## src/rtl/design_sel_sequencer_pkg.sv

```systemverilog
// Shared types and default sizing for the design-select sequencer.
package design_sel_pkg;

    typedef enum logic [2:0] {
        POR,
        RUN,
        DEBOUNCE,
        PRE_RST,
        SWITCH,
        POST_RST
    } seq_state_t;

    localparam int unsigned SEL_W_DEF         = 6;
    localparam int unsigned STABLE_CYCLES_DEF = 16;
    localparam int unsigned RESET_CYCLES_DEF  = 8;

endpackage

```

## src/rtl/design_sel_sequencer_pin_sync.sv

```systemverilog
// Multi-stage synchronizer for raw asynchronous pins; all stages clear on reset.
module pin_sync #(
    parameter int unsigned WIDTH  = 1,
    parameter int unsigned STAGES = 2
) (
    input  logic             clock,
    input  logic             reset_n,
    input  logic [WIDTH-1:0] d,
    output logic [WIDTH-1:0] q
);

    logic [WIDTH-1:0] chain [STAGES];

    always_ff @(posedge clock) begin
        if (!reset_n) begin
            for (int unsigned i = 0; i < STAGES; i++) chain[i] <= '0;
        end else begin
            chain[0] <= d;
            for (int unsigned i = 1; i < STAGES; i++) chain[i] <= chain[i-1];
        end
    end

    assign q = chain[STAGES-1];

endmodule

```

## src/rtl/design_sel_sequencer.sv

```systemverilog
// Debounces the design select and wraps every accepted change in a
// reset-before / switch / reset-after sequence for the design mux.
module design_sel_sequencer
    import design_sel_pkg::*;
#(
    parameter int unsigned SEL_W         = SEL_W_DEF,
    parameter int unsigned SYNC_STAGES   = 2,
    parameter int unsigned STABLE_CYCLES = STABLE_CYCLES_DEF,
    parameter int unsigned RESET_CYCLES  = RESET_CYCLES_DEF,
    parameter int unsigned CNT_W         = 8
) (
    input  logic             clock,
    input  logic             reset_n,
    input  logic [SEL_W-1:0] sel_pin,
    input  logic             rst_pin,
    input  logic             hold_pin,
    input  logic             la_override,
    input  logic [SEL_W-1:0] sel_la,
    output logic [SEL_W-1:0] des_sel,
    output logic             des_reset,
    output logic             hold_if_not_sel,
    output logic             busy,
    output logic [7:0]       switch_count
);

    localparam logic [CNT_W-1:0] RST_LAST    = CNT_W'(RESET_CYCLES - 1);
    localparam logic [CNT_W-1:0] STABLE_LAST = CNT_W'(STABLE_CYCLES - 1);

    logic [SEL_W-1:0] sel_sync;
    logic             rst_sync;
    logic [SEL_W-1:0] cand;
    logic [SEL_W-1:0] pend;
    logic [CNT_W-1:0] cnt;
    seq_state_t       state;

    pin_sync #(.WIDTH(SEL_W), .STAGES(SYNC_STAGES)) u_sel_sync (
        .clock(clock), .reset_n(reset_n), .d(sel_pin), .q(sel_sync)
    );
    pin_sync #(.WIDTH(1), .STAGES(SYNC_STAGES)) u_rst_sync (
        .clock(clock), .reset_n(reset_n), .d(rst_pin), .q(rst_sync)
    );
    pin_sync #(.WIDTH(1), .STAGES(SYNC_STAGES)) u_hold_sync (
        .clock(clock), .reset_n(reset_n), .d(hold_pin), .q(hold_if_not_sel)
    );

    assign cand = la_override ? sel_la : sel_sync;

    always_ff @(posedge clock) begin
        if (!reset_n) begin
            state        <= POR;
            cnt          <= '0;
            pend         <= '0;
            des_sel      <= '0;
            des_reset    <= 1'b1;
            busy         <= 1'b1;
            switch_count <= '0;
        end else begin
            unique case (state)
                POR: begin
                    des_reset <= 1'b1;
                    if (cnt == RST_LAST) begin
                        cnt       <= '0;
                        des_sel   <= cand;
                        des_reset <= rst_sync;
                        busy      <= 1'b0;
                        state     <= RUN;
                    end else begin
                        cnt <= cnt + CNT_W'(1);
                    end
                end
                RUN: begin
                    des_reset <= rst_sync;
                    if (cand != des_sel) begin
                        pend  <= cand;
                        cnt   <= '0;
                        busy  <= 1'b1;
                        state <= DEBOUNCE;
                    end
                end
                DEBOUNCE: begin
                    des_reset <= rst_sync;
                    if (cand != pend) begin
                        pend <= cand;
                        cnt  <= '0;
                    end else if (cnt == STABLE_LAST) begin
                        cnt <= '0;
                        if (pend == des_sel) begin
                            busy  <= 1'b0;
                            state <= RUN;
                        end else begin
                            des_reset <= 1'b1;
                            state     <= PRE_RST;
                        end
                    end else begin
                        cnt <= cnt + CNT_W'(1);
                    end
                end
                PRE_RST: begin
                    des_reset <= 1'b1;
                    // Select and count are loaded on PRE_RST exit so they are visible during the SWITCH cycle.
                    if (cnt == RST_LAST) begin
                        cnt          <= '0;
                        des_sel      <= pend;
                        switch_count <= switch_count + 8'd1;
                        state        <= SWITCH;
                    end else begin
                        cnt <= cnt + CNT_W'(1);
                    end
                end
                SWITCH: begin
                    des_reset <= 1'b1;
                    cnt       <= '0;
                    state     <= POST_RST;
                end
                POST_RST: begin
                    des_reset <= 1'b1;
                    if (cnt == RST_LAST) begin
                        cnt       <= '0;
                        des_reset <= rst_sync;
                        busy      <= 1'b0;
                        state     <= RUN;
                    end else begin
                        cnt <= cnt + CNT_W'(1);
                    end
                end
                default: begin
                    cnt       <= '0;
                    des_reset <= 1'b1;
                    busy      <= 1'b1;
                    state     <= POR;
                end
            endcase
        end
    end

endmodule

```

## config.mk

```make
export PLATFORM = sky130hd
export DESIGN_NAME = design_sel_sequencer
export DESIGN_NICKNAME = d
export VERILOG_FILES = /design/src/rtl/design_sel_sequencer_pkg.sv /design/src/rtl/design_sel_sequencer_pin_sync.sv /design/src/rtl/design_sel_sequencer.sv
export SDC_FILE = /design/constraint.sdc
export NUM_CORES = 1
export LEC_CHECK = 0
export ABC_AREA = 1
export ABC_CLOCK_PERIOD_IN_PS = 2900
export CAP_MARGIN = 30
export CORE_MARGIN = 10
export CORE_UTILIZATION = 50
export CTS_CLUSTER_SIZE = 24
export DETAILED_ROUTE_END_ITERATION = 6
export DONT_BUFFER_PORTS = 1
export GPL_ROUTABILITY_DRIVEN = 0
export PLACE_DENSITY = 0.67
export SYNTH_ARGS = -nofsm -noshare
export SYNTH_HDL_FRONTEND = slang
export SYNTH_SLANG_ARGS = --single-unit
export TNS_END_PERCENT = 20
```

## constraint.sdc

```tcl
create_clock -name clock -period 2.9 [get_ports clock]
set_input_delay 0.29 -clock clock [delete_from_list [all_inputs] [get_ports clock]]
set_output_delay 0.29 -clock clock [all_outputs]
set_load 0.05 [all_outputs]
```

[Word-level counts from Yosys, hierarchy flattened]
Memory sizes are Yosys's and may differ from the RTL's.
Cells that the tools add are included.
Storage, ports and cells
  register bits: 33
  RAM bits: 16
  output and inout bits: 17
  memories: 3
Memory list
  u_sel_sync.chain: words 2, width 6, read ports 2, clocked after memory_dff 0, wr ports 2, RTL line design_sel_sequencer_pin_sync.sv:12  | logic [WIDTH-1:0] chain [STAGES];
  u_hold_sync.chain: words 2, width 1, read ports 2, clocked after memory_dff 0, wr ports 2, RTL line design_sel_sequencer_pin_sync.sv:12
  u_rst_sync.chain: words 2, width 1, read ports 2, clocked after memory_dff 0, wr ports 2, RTL line design_sel_sequencer_pin_sync.sv:12
Cells by class
  add/sub/neg operators: 2
  equality and inequality tests: 18
  multiplexer cells: 38
  bitwise logic cells: 7
  reductions and logical operators: 11
Operators with widths (count)
  $mux 6: 7
  $mux 8: 4
  $pmux 6 s2: 2
  $pmux 8 s3: 1
  $add 8x1->8 const B: 2
  $mux 1: 15
  $mux 3: 5
  $pmux 3 s5: 1
  $ne 2x2->1 const B: 7
  $ne 6x6->1: 2
  $eq 8x3->1 const B: 1
  $eq 8x4->1 const B: 1
  $eq 3x2->1 const B: 2
  $eq 3x3->1 const B: 2
  $eq 6x6->1: 1
  $or 1x1->1: 6
  $reduce_and 3->1: 2
  $reduce_and 6->1: 1
  $reduce_and 5->1: 1
  $pmux 1 s4: 1
  $reduce_bool 2->1: 2
  $reduce_or 2->1: 2
  $eq 3x1->1 const B: 1
  $logic_not 3->1: 1
  other kinds (6): 6

[Longest topological paths before layout]
  depth in word-level cells: 5
  gate-level depth with buffers: 14

[Hierarchy]
A second synthesis with hierarchy kept.
Unflattened totals
  cell total of the unflattened synthesis: 421
  area, all modules: 2808.9 um^2
By module, submodules not included
  design_sel_sequencer: instances 1, cells an instance 366, area each 2312.2 um^2, seq. area each 660.6 um^2
  pin_sync at u_sel_sync: instances 1, cells an instance 43, area each 386.6 um^2, seq. area each 240.2 um^2
  pin_sync at u_hold_sync ...: instances 2, cells an instance 6, area each 55.1 um^2, seq. area each 40.0 um^2

[Least setup slack after synthesis]
Ideal clock, no wire load.
  path type: register -> register
  start point: register des_sel[2]
  end point: register pend[0]
  library setup time: 0.115 ns
  arrival: 1.581 ns
  setup slack: 1.204 ns
  stages on the path, launching flop included: 10
  buffers on the path: 2
  cells stage by stage: dfxtp_1 > inv_1 > nand2_1 > nand3_1 > nor2_2 > nand3_2 > buf_6 > buf_6 > a21oi_1 > nor2_1
Between the ends
  longest elaborated chain between the ends: 3
Ends and longest elaborated chain
  start, declared: RTL line design_sel_sequencer.sv:19  | output logic [SEL_W-1:0] des_sel,
  start signal, assigned: RTL line design_sel_sequencer.sv:63  | des_sel <= cand;
  start signal, assigned: RTL line design_sel_sequencer.sv:103  | des_sel <= pend;
  $ne 6x6->1: RTL line design_sel_sequencer.sv:73  | if (cand != des_sel) begin
  $ne 2x2->1 (no source line)
  $reduce_and 3->1 (no source line)
  end signal, assigned: RTL line design_sel_sequencer.sv:74  | pend <= cand;
  end signal, assigned: RTL line design_sel_sequencer.sv:83  | pend <= cand;
  end, declared: RTL line design_sel_sequencer.sv:32  | logic [SEL_W-1:0] pend;
No other way between the ends.
A chain may end at the register's enable or synchronous reset.

[Final worst setup path]
  start point: register state[2]
  end point: register state[2]
Between the ends
  longest elaborated chain between the ends: 4
  elaborated cells between the ends (all ways): 14
Ends and longest elaborated chain
  start, declared: RTL line design_sel_sequencer.sv:34  | seq_state_t state;
  start signal, assigned: RTL line design_sel_sequencer.sv:50  | state <= POR;
  start signal, assigned: RTL line design_sel_sequencer.sv:66  | state <= RUN;
  start signal, assigned: RTL line design_sel_sequencer.sv:77  | state <= DEBOUNCE;
  $eq 3x3->1 / $logic_not 3->1 (equally long branches): RTL line design_sel_sequencer.sv:58  | unique case (state)
  $reduce_or 2->1 (no source line)
  $ne 2x1->1 (no source line)
  $reduce_and 5->1 (no source line)
Parallel ways exist; a longest one is shown, timed or not.

==> results by group <==
STA
  – Clock Skew: 0.00811 ns
  – Fmax: 481 MHz
  – Post-route setup slack: 0.819 ns
  – Final hold vios: 0
  – Slew @ Worst Pin: 0.632 ns
  – Setup_tns: 0 ns
  – Crit share post-route: 0.717
  – Max_slew headroom: 0.578
  – Final slew viol count: 0
  – RSZ-0062 raised after global routing: false
  – Post-layout minimum cycle time: 2.08 ns
  – Endpoints failing setup: 0

Finish
  – Layout cell share with drive strength beyond 1: 0.0995
  – Final nets: 451
  – Antenna cell count: 0
  – Fill count: 533
  – Area growth syn-to-layout: 6.00%

Logic synthesis
  – Post-Syn Nets: 448
  – Post-Syn Area: 2730 um2
  – Post-synth top area cell: dfxtp_1
  – Share of the synthesized area in the top cell type: 0.359
  – Netlist cell types: 31
  – #FFs+latches synth: 49
  – Seq/Total Area, Yosys: 0.359
  – Syn_area_per_cell: 6.36 um2
  – Synth area leaders: dfxtp_1, nand2_1, inv_1
  – Yosys warns: 0
  – Cells after Synth: 429

Critical path
  – Crit Path Class: reg2reg
  – Worst endpoint data arrival time: 2.29 ns
  – Startpoint Class: flop
  – CP endpoint kind: flop
  – Crit path max fanout: 30
  – Req. time, crit path: 3.10 ns

GRT
  – Largest net degree at the start of global routing: 41
  – Initial antenna violation count: 0
  – Vias in the first global route: 2269
  – GRT Resource Usage Total: 0.142
  – First-pass GRT wire length: 10100 um
  – Global route total overflow: 0

Clock tree
  – Clock Tree Root: clkbuf_8
  – Clock Latency Late Sink: 0.31 ns
  – Resized cells post-CTS: 0
  – TritonCTS clock tree: done
  – Deepest clock path buffer count: 2
  – Post-CTS Setup Repair Bufs: 0
  – Clock sink total: 49
  – CTS Hold Bufs: 0
  – H-tree levels: 2
  – Clock slew at the register clock pins of the worst setup and hold paths: 0.09 ns
  – Cts bufs inserted: 5

Detailed routing
  – Antenna viol nets, final: 0
  – Mean routed wirelength per cell: 11.9 um
  – DRT Wirelength: 5960 um
  – DRC Markers: 0
  – Iter 0 DRT Violations: 143
  – Pre-antenna DRT Iters: 4
  – Via count: 2414
  – Via-per-instance ratio: 4.81

Power and ir drop
  – PwrDens: 761 nW/um2
  – Pint: 1310 uW
  – Peak VDD IR: 344 uV
  – Sequential share of power: 0.409
  – Power share of the clock group: 0.217
  – NetSw: 892 uW
  – Switch share: 0.405
  – P_leak: 0.00144 uW
  – Logic gate share of total power: 0.375

Placed design
  – I/O Buffers: 0
  – Post-Place Setup Slack: 0.835 ns
  – Placed wire-length estimate: 4470 um

Outcome
  – Status: completed

Flow run
  – Max-cap violation count: 0

Floorplan
  – Die area: 8820 um2
  – Initial Util: 0.525
  – Io pins: 34
  – Core Box Area: 5200 um2
  – Die X: 93.9 um
  – Die H: 93.9 um
  – Row count: 26

Worst hold path
  – HP Class: in2reg
-- state kept, by name, summed over array words and instances, names as in the netlist --
register	count
des_reset	1
state	3
pend	6
u_sel_sync.chain	12
u_rst_sync.chain	2
des_sel	6
busy	1
switch_count	8
u_hold_sync.chain	2
cnt	8
-- synth_stat cells --
cell type and number:
buf_2 1, xnor2_1 2, clkinv_1 1, a21oi_1 11, buf_4 2, a31oi_1 5, o31ai_1 1, clkbuf_1 4
nor3_1 2, a211oi_1 2, nor3b_1 2, nor2_1 41, inv_1 70, ha_1 2, o21ai_1 4, nand3_1 29
nand4_1 7, nor4_1 2, nor2_2 7, or2_2 1, nand3_4 1, o21ai_0 17, xor2_1 3, nand3_2 5
inv_2 3, nand2_2 9, buf_6 4, nand2_4 2, nor3_2 1, nand2_1 139, dfxtp_1 49
-- worst paths after layout --
| kind | to | slack [ns] | depth (start not counted) | start |
|---|---|---|---|---|
| hold reg to reg | u_sel_sync.chain[0][9] | 0.42 | 2 | u_sel_sync.chain[0][3] |
| hold / removal | u_sel_sync.chain[0][9] | 0.07 | 2 | reset_n |
| setup / recovery | state[2] | 0.82 | 10 | state[2] |
| setup reg to reg | state[2] | 0.82 | 10 | state[2] |
-- routing by layer --
layer | global-route usage | vias up | share of wire
met5 | 0 | - | 0
met4 | 0.0570 | 0 | 0.016
met3 | 0.0432 | 8 | 0.069
met2 | 0.223 | 53 | 0.43
met1 | 0.176 | 1035 | 0.49
li1 | - | 1318 | -
-- through the flow --
step                hold slack, ns  std cells  instance area, um2  power, uW  utilization
floorplan                    0.388        429                2730       1600            -
global placement             0.387        495                2790       1730        0.536
detailed placement           0.387        495                2790       1730        0.536
CTS                         0.0676        502                2890       2220        0.556
global route                0.0668        502                2890       2390        0.556
finish                      0.0702        502                2890       2200        0.556
-- power groups by stage --
stage | sequential [uW] | clock (uW) | combinational [uW]
floorplan | 892 | 0 | 712
global placement | 916 | 0 | 815
detailed placement | 918 | 0 | 816
CTS | 902 | 491 | 824
global route | 918 | 515 | 962
finish | 900 | 477 | 825
-- cells by family after synthesis --
| kind of cell | synth area share |
|---|---|
| simple gates | 0.406 |
| buf+inv | 0.131 |
| flops | 0.359 |
| compound gates | 0.0784 |
| xor+xnor | 0.0160 |
| fa+ha+maj | 0.00916 |
-- placed cells by master, fill, tap and decap left out, types with 4 or more instances in the layout --
master and count:
clkbuf_8 5, nand3_1 29, nand3_2 5, buf_4 7, nand2_1 139, inv_1 70
o21ai_1 4, nor2_2 7, a31oi_1 5, dfxtp_1 49, a21oi_1 11, o21ai_0 17
nor2_1 41, nand4_1 7, nand2_2 9
-- layout make-up --
cell class                      instances  area (um2)  area share
Multi-Input combinational cell        295        1390       0.481
Inverter                               74         278      0.0960
Sequential cell                        49         981       0.339
Tap cell                               70        87.6      0.0303
Timing Repair Buffer                    7        52.6      0.0182
Clock buffer                            5        68.8      0.0238
Clock inverter                          2        35.0      0.0121
-- worst max-delay path, stage by stage (launching register included) --
cell and delay (ns):
dfxtp_1 0.37, inv_2 0.10, nand2_1 0.07, nor2_1 0.12, o21ai_1 0.09, nor2_2 0.17, nand3_2 0.52, nand3_1 0.36
nand2_1 0.08, nand2_1 0.06, nor2_1 0.03
(Power assumes the default switching activity.)
